File: config.mk
export PLATFORM = sky130hd
export DESIGN_NAME = rf_write_arbiter
export DESIGN_NICKNAME = d
export VERILOG_FILES = /design/src/rtl/rf_wb_pkg.sv /design/src/rtl/rf_wb_fifo.sv /design/src/rtl/rf_write_arbiter.sv
export SDC_FILE = /design/constraint.sdc
export NUM_CORES = 1
export LEC_CHECK = 0
export ABC_CLOCK_PERIOD_IN_PS = 3340
export CELL_PAD_IN_SITES_DETAIL_PLACEMENT = 1
export CELL_PAD_IN_SITES_GLOBAL_PLACEMENT = 1
export CORE_ASPECT_RATIO = 0.6
export CORE_MARGIN = 3
export CORE_UTILIZATION = 36
export DETAILED_ROUTE_END_ITERATION = 7
export GPL_TIMING_DRIVEN = 1
export PLACE_DENSITY = 0.87
export SKIP_LAST_GASP = 1
export SYNTH_ARGS = -nofsm -noshare
export SYNTH_HDL_FRONTEND = slang
export SYNTH_SLANG_ARGS = --single-unit
File: constraint.sdc
create_clock -name clk -period 3.34 [get_ports clk]
set_input_delay 0.334 -clock clk [delete_from_list [all_inputs] [get_ports clk]]
set_output_delay 0.334 -clock clk [all_outputs]
set_load 0.02 [all_outputs]
File: src/rtl/rf_wb_pkg.sv
// Shared types and constants for the register-file writeback arbiter.
// A writeback request is a destination register plus its result data.
package rf_wb_pkg;

    localparam int XLEN           = 32;
    localparam int AW             = 5;
    localparam int STARVE_MAX_DEF = 4;
    localparam int FIFO_DEPTH_DEF = 2;

    typedef struct packed {
        logic [AW-1:0]   rd;
        logic [XLEN-1:0] data;
    } wb_req_t;

endpackage

File: src/rtl/rf_wb_fifo.sv
// Small wb_req_t FIFO for buffered LSU results, with full/empty/count and an
// age-ordered entry view (index 0 = head/oldest) for the bypass lookup.
module rf_wb_fifo
    import rf_wb_pkg::*;
#(
    parameter int DEPTH = FIFO_DEPTH_DEF,
    localparam int PW   = $clog2(DEPTH),
    localparam int CW   = $clog2(DEPTH + 1)
) (
    input  logic                 clk,
    input  logic                 rst,
    input  logic                 enq_i,
    input  wb_req_t              enq_req_i,
    input  logic                 deq_i,
    output wb_req_t              head_o,
    output logic                 full_o,
    output logic                 empty_o,
    output logic [CW-1:0]        count_o,
    output wb_req_t [DEPTH-1:0]  ent_o,
    output logic [DEPTH-1:0]     ent_vld_o
);

    wb_req_t       mem_q [DEPTH];
    logic [PW-1:0] wr_ptr_q;
    logic [PW-1:0] rd_ptr_q;
    logic [CW-1:0] count_q;
    logic          do_enq;
    logic          do_deq;

    assign full_o  = (count_q == CW'(DEPTH));
    assign empty_o = (count_q == '0);
    assign count_o = count_q;
    assign head_o  = mem_q[rd_ptr_q];

    assign do_enq = enq_i && !full_o;
    assign do_deq = deq_i && !empty_o;

    // DEPTH is a power of two, so pointers wrap by natural overflow.
    always_ff @(posedge clk or posedge rst) begin
        if (rst) begin
            wr_ptr_q <= '0;
            rd_ptr_q <= '0;
            count_q  <= '0;
        end else begin
            if (do_enq) wr_ptr_q <= wr_ptr_q + 1'b1;
            if (do_deq) rd_ptr_q <= rd_ptr_q + 1'b1;
            case ({do_enq, do_deq})
                2'b10:   count_q <= count_q + 1'b1;
                2'b01:   count_q <= count_q - 1'b1;
                default: count_q <= count_q;
            endcase
        end
    end

    always_ff @(posedge clk) begin
        if (do_enq) mem_q[wr_ptr_q] <= enq_req_i;
    end

    always_comb begin
        for (int k = 0; k < DEPTH; k++) begin
            ent_o[k]     = mem_q[rd_ptr_q + PW'(k)];
            ent_vld_o[k] = (CW'(k) < count_q);
        end
    end

endmodule

File: src/rtl/rf_write_arbiter.sv
// Register-file write port arbiter: ALU results win over buffered LSU results,
// with a starvation counter forcing the LSU through. Optional RF_BYPASS_EN.
module rf_write_arbiter
    import rf_wb_pkg::*;
#(
    parameter int FIFO_DEPTH = FIFO_DEPTH_DEF,
    parameter int STARVE_MAX = STARVE_MAX_DEF
) (
    input  logic            clk,
    input  logic            rst,
    input  logic            alu_valid,
    input  logic [AW-1:0]   alu_rd,
    input  logic [XLEN-1:0] alu_data,
    output logic            alu_stall,
    input  logic            lsu_valid,
    output logic            lsu_ready,
    input  logic [AW-1:0]   lsu_rd,
    input  logic [XLEN-1:0] lsu_data,
    output logic            rf_we,
    output logic [AW-1:0]   rf_waddr,
    output logic [XLEN-1:0] rf_wdata,
    output logic            lsu_pending,
    input  logic [AW-1:0]   byp_rs1,
    input  logic [AW-1:0]   byp_rs2,
    output logic            byp_hit1,
    output logic            byp_hit2,
    output logic [XLEN-1:0] byp_data1,
    output logic [XLEN-1:0] byp_data2
);

    localparam int SW = $clog2(STARVE_MAX + 1);
    localparam int CW = $clog2(FIFO_DEPTH + 1);

    wb_req_t                  lsu_req;
    wb_req_t                  alu_req;
    wb_req_t                  fifo_head;
    wb_req_t [FIFO_DEPTH-1:0] fifo_ent;
    logic [FIFO_DEPTH-1:0]    fifo_ent_vld;
    logic [CW-1:0]            fifo_count;
    logic                     fifo_full;
    logic                     fifo_empty;
    logic                     fifo_deq;

    logic                     force_lsu;
    logic                     win_valid;
    wb_req_t                  win_req;
    logic [SW-1:0]            starve_q;
    logic [SW-1:0]            starve_d;

    logic                     rf_we_q;
    logic [AW-1:0]            rf_waddr_q;
    logic [XLEN-1:0]          rf_wdata_q;

    assign lsu_req = '{rd: lsu_rd, data: lsu_data};
    assign alu_req = '{rd: alu_rd, data: alu_data};

    // Every LSU result goes through the FIFO, even when it is empty.
    rf_wb_fifo #(
        .DEPTH(FIFO_DEPTH)
    ) u_fifo (
        .clk       (clk),
        .rst       (rst),
        .enq_i     (lsu_valid),
        .enq_req_i (lsu_req),
        .deq_i     (fifo_deq),
        .head_o    (fifo_head),
        .full_o    (fifo_full),
        .empty_o   (fifo_empty),
        .count_o   (fifo_count),
        .ent_o     (fifo_ent),
        .ent_vld_o (fifo_ent_vld)
    );

    // Ready comes only from the registered occupancy, never from a same-cycle dequeue.
    assign lsu_ready   = !fifo_full;
    assign lsu_pending = !fifo_empty;

    assign force_lsu = !fifo_empty && (starve_q == SW'(STARVE_MAX));
    assign alu_stall = force_lsu && alu_valid;

    always_comb begin
        win_valid = 1'b0;
        win_req   = alu_req;
        fifo_deq  = 1'b0;
        starve_d  = '0;
        if (force_lsu) begin
            win_valid = 1'b1;
            win_req   = fifo_head;
            fifo_deq  = 1'b1;
        end else if (alu_valid) begin
            win_valid = 1'b1;
            win_req   = alu_req;
            if (!fifo_empty) begin
                starve_d = (starve_q == SW'(STARVE_MAX)) ? starve_q : starve_q + 1'b1;
            end
        end else if (!fifo_empty) begin
            win_valid = 1'b1;
            win_req   = fifo_head;
            fifo_deq  = 1'b1;
        end
    end

    // A winner with rd == 0 is consumed but never raises the write enable.
    always_ff @(posedge clk or posedge rst) begin
        if (rst) begin
            starve_q   <= '0;
            rf_we_q    <= 1'b0;
            rf_waddr_q <= '0;
            rf_wdata_q <= '0;
        end else begin
            starve_q <= starve_d;
            rf_we_q  <= win_valid && (win_req.rd != '0);
            if (win_valid) begin
                rf_waddr_q <= win_req.rd;
                rf_wdata_q <= win_req.data;
            end
        end
    end

    assign rf_we    = rf_we_q;
    assign rf_waddr = rf_waddr_q;
    assign rf_wdata = rf_wdata_q;

    logic unused_cnt;
    assign unused_cnt = ^fifo_count;

`ifdef RF_BYPASS_EN
    // Later FIFO entries are younger, so scanning head-to-tail leaves the youngest match.
    function automatic logic [XLEN:0] byp_lookup(input logic [AW-1:0] rs);
        logic            hit;
        logic [XLEN-1:0] data;
        hit  = 1'b0;
        data = '0;
        if (rs != '0) begin
            if (rf_we_q && (rf_waddr_q == rs)) begin
                hit  = 1'b1;
                data = rf_wdata_q;
            end
            for (int k = 0; k < FIFO_DEPTH; k++) begin
                if (fifo_ent_vld[k] && (fifo_ent[k].rd == rs)) begin
                    hit  = 1'b1;
                    data = fifo_ent[k].data;
                end
            end
        end
        return {hit, data};
    endfunction

    assign {byp_hit1, byp_data1} = byp_lookup(byp_rs1);
    assign {byp_hit2, byp_data2} = byp_lookup(byp_rs2);
`else
    logic unused_byp;
    assign unused_byp = ^{fifo_ent, fifo_ent_vld, byp_rs1, byp_rs2};

    assign byp_hit1  = 1'b0;
    assign byp_hit2  = 1'b0;
    assign byp_data1 = '0;
    assign byp_data2 = '0;
`endif

endmodule

==> impl_metrics.ini <==
[setup_path]
worst_path_depth = 2
critical_path.top_delay_family = buffers and inverters
rr_worst_depth = 2
setup.worst_path.end_class = output pin
crit_path_start_kind = register
timing.critical_path.required_ns = 3.01
critPathMaxFanout = 11
critPathBufInv = 1
worst_ep_arrival_time_ns = 2.16
worst_setup_path_type = register to output pin
critical_path.cell_chain = or2_1 -> clkdlybuf4s50_1
critical_path_slowest_stage_cell = clkdlybuf4s50_1
critPathMaxStageDelay_ns = 0.68

[cts]
cts-buffers-inserted = 17
post-cts-setup-buffers = 0
cts_root_buf = clkbuf_16
post_cts_resize_count = 0
path_clk_slew_ns = 0.05
htreeDepth = 4
tritoncts_clock_tree = built
holdBufCountCts = 0
cts_max_path_buffers = 2
cts_sinks = 119
clock_insertion_delay_worst_skew_ns = 0.40

[yosys]
synth_area_mm2 = 0.00553
count_of_synthesis_stage_warnings_from_yosys = 0
synth-edff-count = 74
ys_seq_elements = 119
yosysUniqueCellTypes = 37
postSynth.asyncResetShare_pct = 37.8
postSynthAreaPerCell_um2 = 13.9
synth_largest_area_cell = edfxtp_1
synth_top_flop_cell = edfxtp_1
ys_top_cells_by_area = edfxtp_1 (40%), dfrtp_1 (20%), buf_4 (9.5%)
synth_sequential_area_ratio_pct = 60.5
synthesis.instances = 399
synth_top_area_share_pct = 40.2

[layout]
post_route_cells_drive_above_1_share_pct = 14.4
multiInputGateArea_mm2 = 0.00162
mostFrequentLayoutCells = clkdlybuf4s50_1 (118), edfxtp_1 (74), conb_1 (66)
filler_cell_count = 1516
nets = 611
final_core_util_pct = 48.5
area.sequential_mm2 = 0.00335
syn_to_final_growth_pct = 29.4
layout_commonest_cell = clkdlybuf4s50_1
diodes = 0

[grt]
groute.usage.overall_pct = 15.9
initial_antenna_violation_count = 0
grt_first_pass_wirelength_um = 20500
grt_start_max_net_pins = 46
first_global_vias = 3752
globalRoute.totalOverflow = 0

[floorplan]
core-area_mm2 = 0.0148
die_w_um = 166
start_util_pct = 37.5
die_area_mm2 = 0.0169
floorplan.die.height_um = 102
placement_rows = 34
ioPinCount = 195

[sta]
final_period_minus_worst_setup_slack_ns = 2.49
relSlewSlack_pct = 30.0
tightestPinTransition_ns = 1.05
slew_viol_final = 0
clock_skew_ns = 0.00992
report.final.hold_viol_count = 0
fin_tns_setup_ns = 0
setup_repair_after_global_routing_missed_its_margin = no
finalCritPeriodShare_pct = 74.6
setup_viol_count_final = 0
layout_setup_ws_ns = 0.848
max_freq_mhz = 401

[power]
static-leakage-power_nw = 2.86
post-layout-total-power_mw = 6.01
cellPowerDensity_mw_per_mm2 = 840
vdd_drop_max_mv = 0.331

[drt]
route.final.wire_length_um = 13400
drt_iter0_markers = 145
drcViolationCount = 0
via_count = 3383
wl_per_cell_um = 18.4
drt-vias-per-instance = 4.63
ant_nets = 0
first_pass_iters = 4

[status]
status = finished clean

[placement]
dp_hpwl_um = 9220
routabilityCongestion = 0.799
port_buffers = 118
place_ws_ns = 0.902

[run]
maxCapViolCount = 0

[worst_hold_path]
timing.hold.worst_path_depth = 1
min-delay-path-class = register to register
[logic make-up after synthesis]
group,after synthesis,synth area share (%)
AO/OA/AOI/OAI,47,10.9
XOR/XNOR,5,0.792
adder cells (fa/ha/maj),3,0.679
buffers and inverters,122,14.7
flip-flops,119,60.5
multiplexers,38,6.88
other,1,0.0678
AND/OR/NAND/NOR,64,5.50
[where the power goes]
part,switching [mW],internal [mW],leakage [nW]
sequential,0.317,2.02,1.22
clock,0.625,1.19,0.284
combinational,1.04,0.820,1.35
total,1.98,4.03,2.86
[path summary, 6_finish.rpt]
check	from	to	slack [ns]
setup / recovery	u_fifo.count_o[0]$_DFFE_PP0P_	lsu_pending	0.85
setup reg to reg	u_fifo.count_o[0]$_DFFE_PP0P_	u_fifo.mem_q[1][4]$_DFFE_PP_	1.20
hold / removal	starve_q[0]$_DFFE_PP0P_	starve_q[0]$_DFFE_PP0P_	0.48
hold reg to reg	starve_q[0]$_DFFE_PP0P_	starve_q[0]$_DFFE_PP0P_	0.48
min in group asynchronous	rst	rf_wdata[20]$_DFFE_PP0P_	0.52
max in group asynchronous	rst	u_fifo.rd_ptr_q$_DFFE_PP0P_	2.10
[synth_stat cells, types with 2 or more instances]
library cell / n
edfxtp_1: 74
buf_4: 70
dfrtp_1: 45
nand2_1: 40
mux2i_1: 38
inv_1: 36
o221ai_2: 30
nor2_1: 6
nor3_1: 6
a21oi_1: 5
buf_6: 5
o221a_2: 5
buf_2: 4
xnor2_1: 4
buf_12: 3
clkbuf_1: 3
ha_1: 3
a211oi_1: 2
o221ai_1: 2
[worst reg2reg max path, stage by stage, from the launching register on]
cell and delay (ns):
dfrtp_1 0.64, nand2b_1 0.21, and3_2 0.88
[per-stage QoR]
step                area, um^2  hold WS, ns  std cells
global route              7150        0.497        731
global placement          6570        0.444        699
detailed placement        6570        0.475        699
CTS                       7150        0.481        731
finish                    7150        0.480        731
floorplan                 5770        0.430        464
[per-layer routing]
layer	wire, um	up-vias	part of all wire, %	track usage (%)
met5	0	-	0	0
met4	128	0	0.95	6.07
met3	882	12	6.6	4.91
met2	6560	133	49	27.5
met1	5860	1701	44	19.2
li1	-	1537	-	-
[sequential cells by signal, indices dropped and copies added, names as in the netlist]
register / flops
rf_waddr: 5
u_fifo.wr_ptr_q: 1
rf_wdata: 32
u_fifo.mem_q: 74
u_fifo.count_o: 2
starve_q: 3
rf_we: 1
u_fifo.rd_ptr_q: 1
[layout make-up]
| cell class | count | area share, % |
|---|---|---|
| sequential | 119 | 46.8 |
| multi-input combinational | 223 | 22.7 |
| timing repair buffer | 122 | 16.9 |
| clock buffer | 22 | 6.35 |
| tap | 198 | 3.46 |
| inverter | 37 | 1.94 |
| clock inverter | 10 | 1.82 |
No activity file was read; power rests on OpenSTA's default activity.
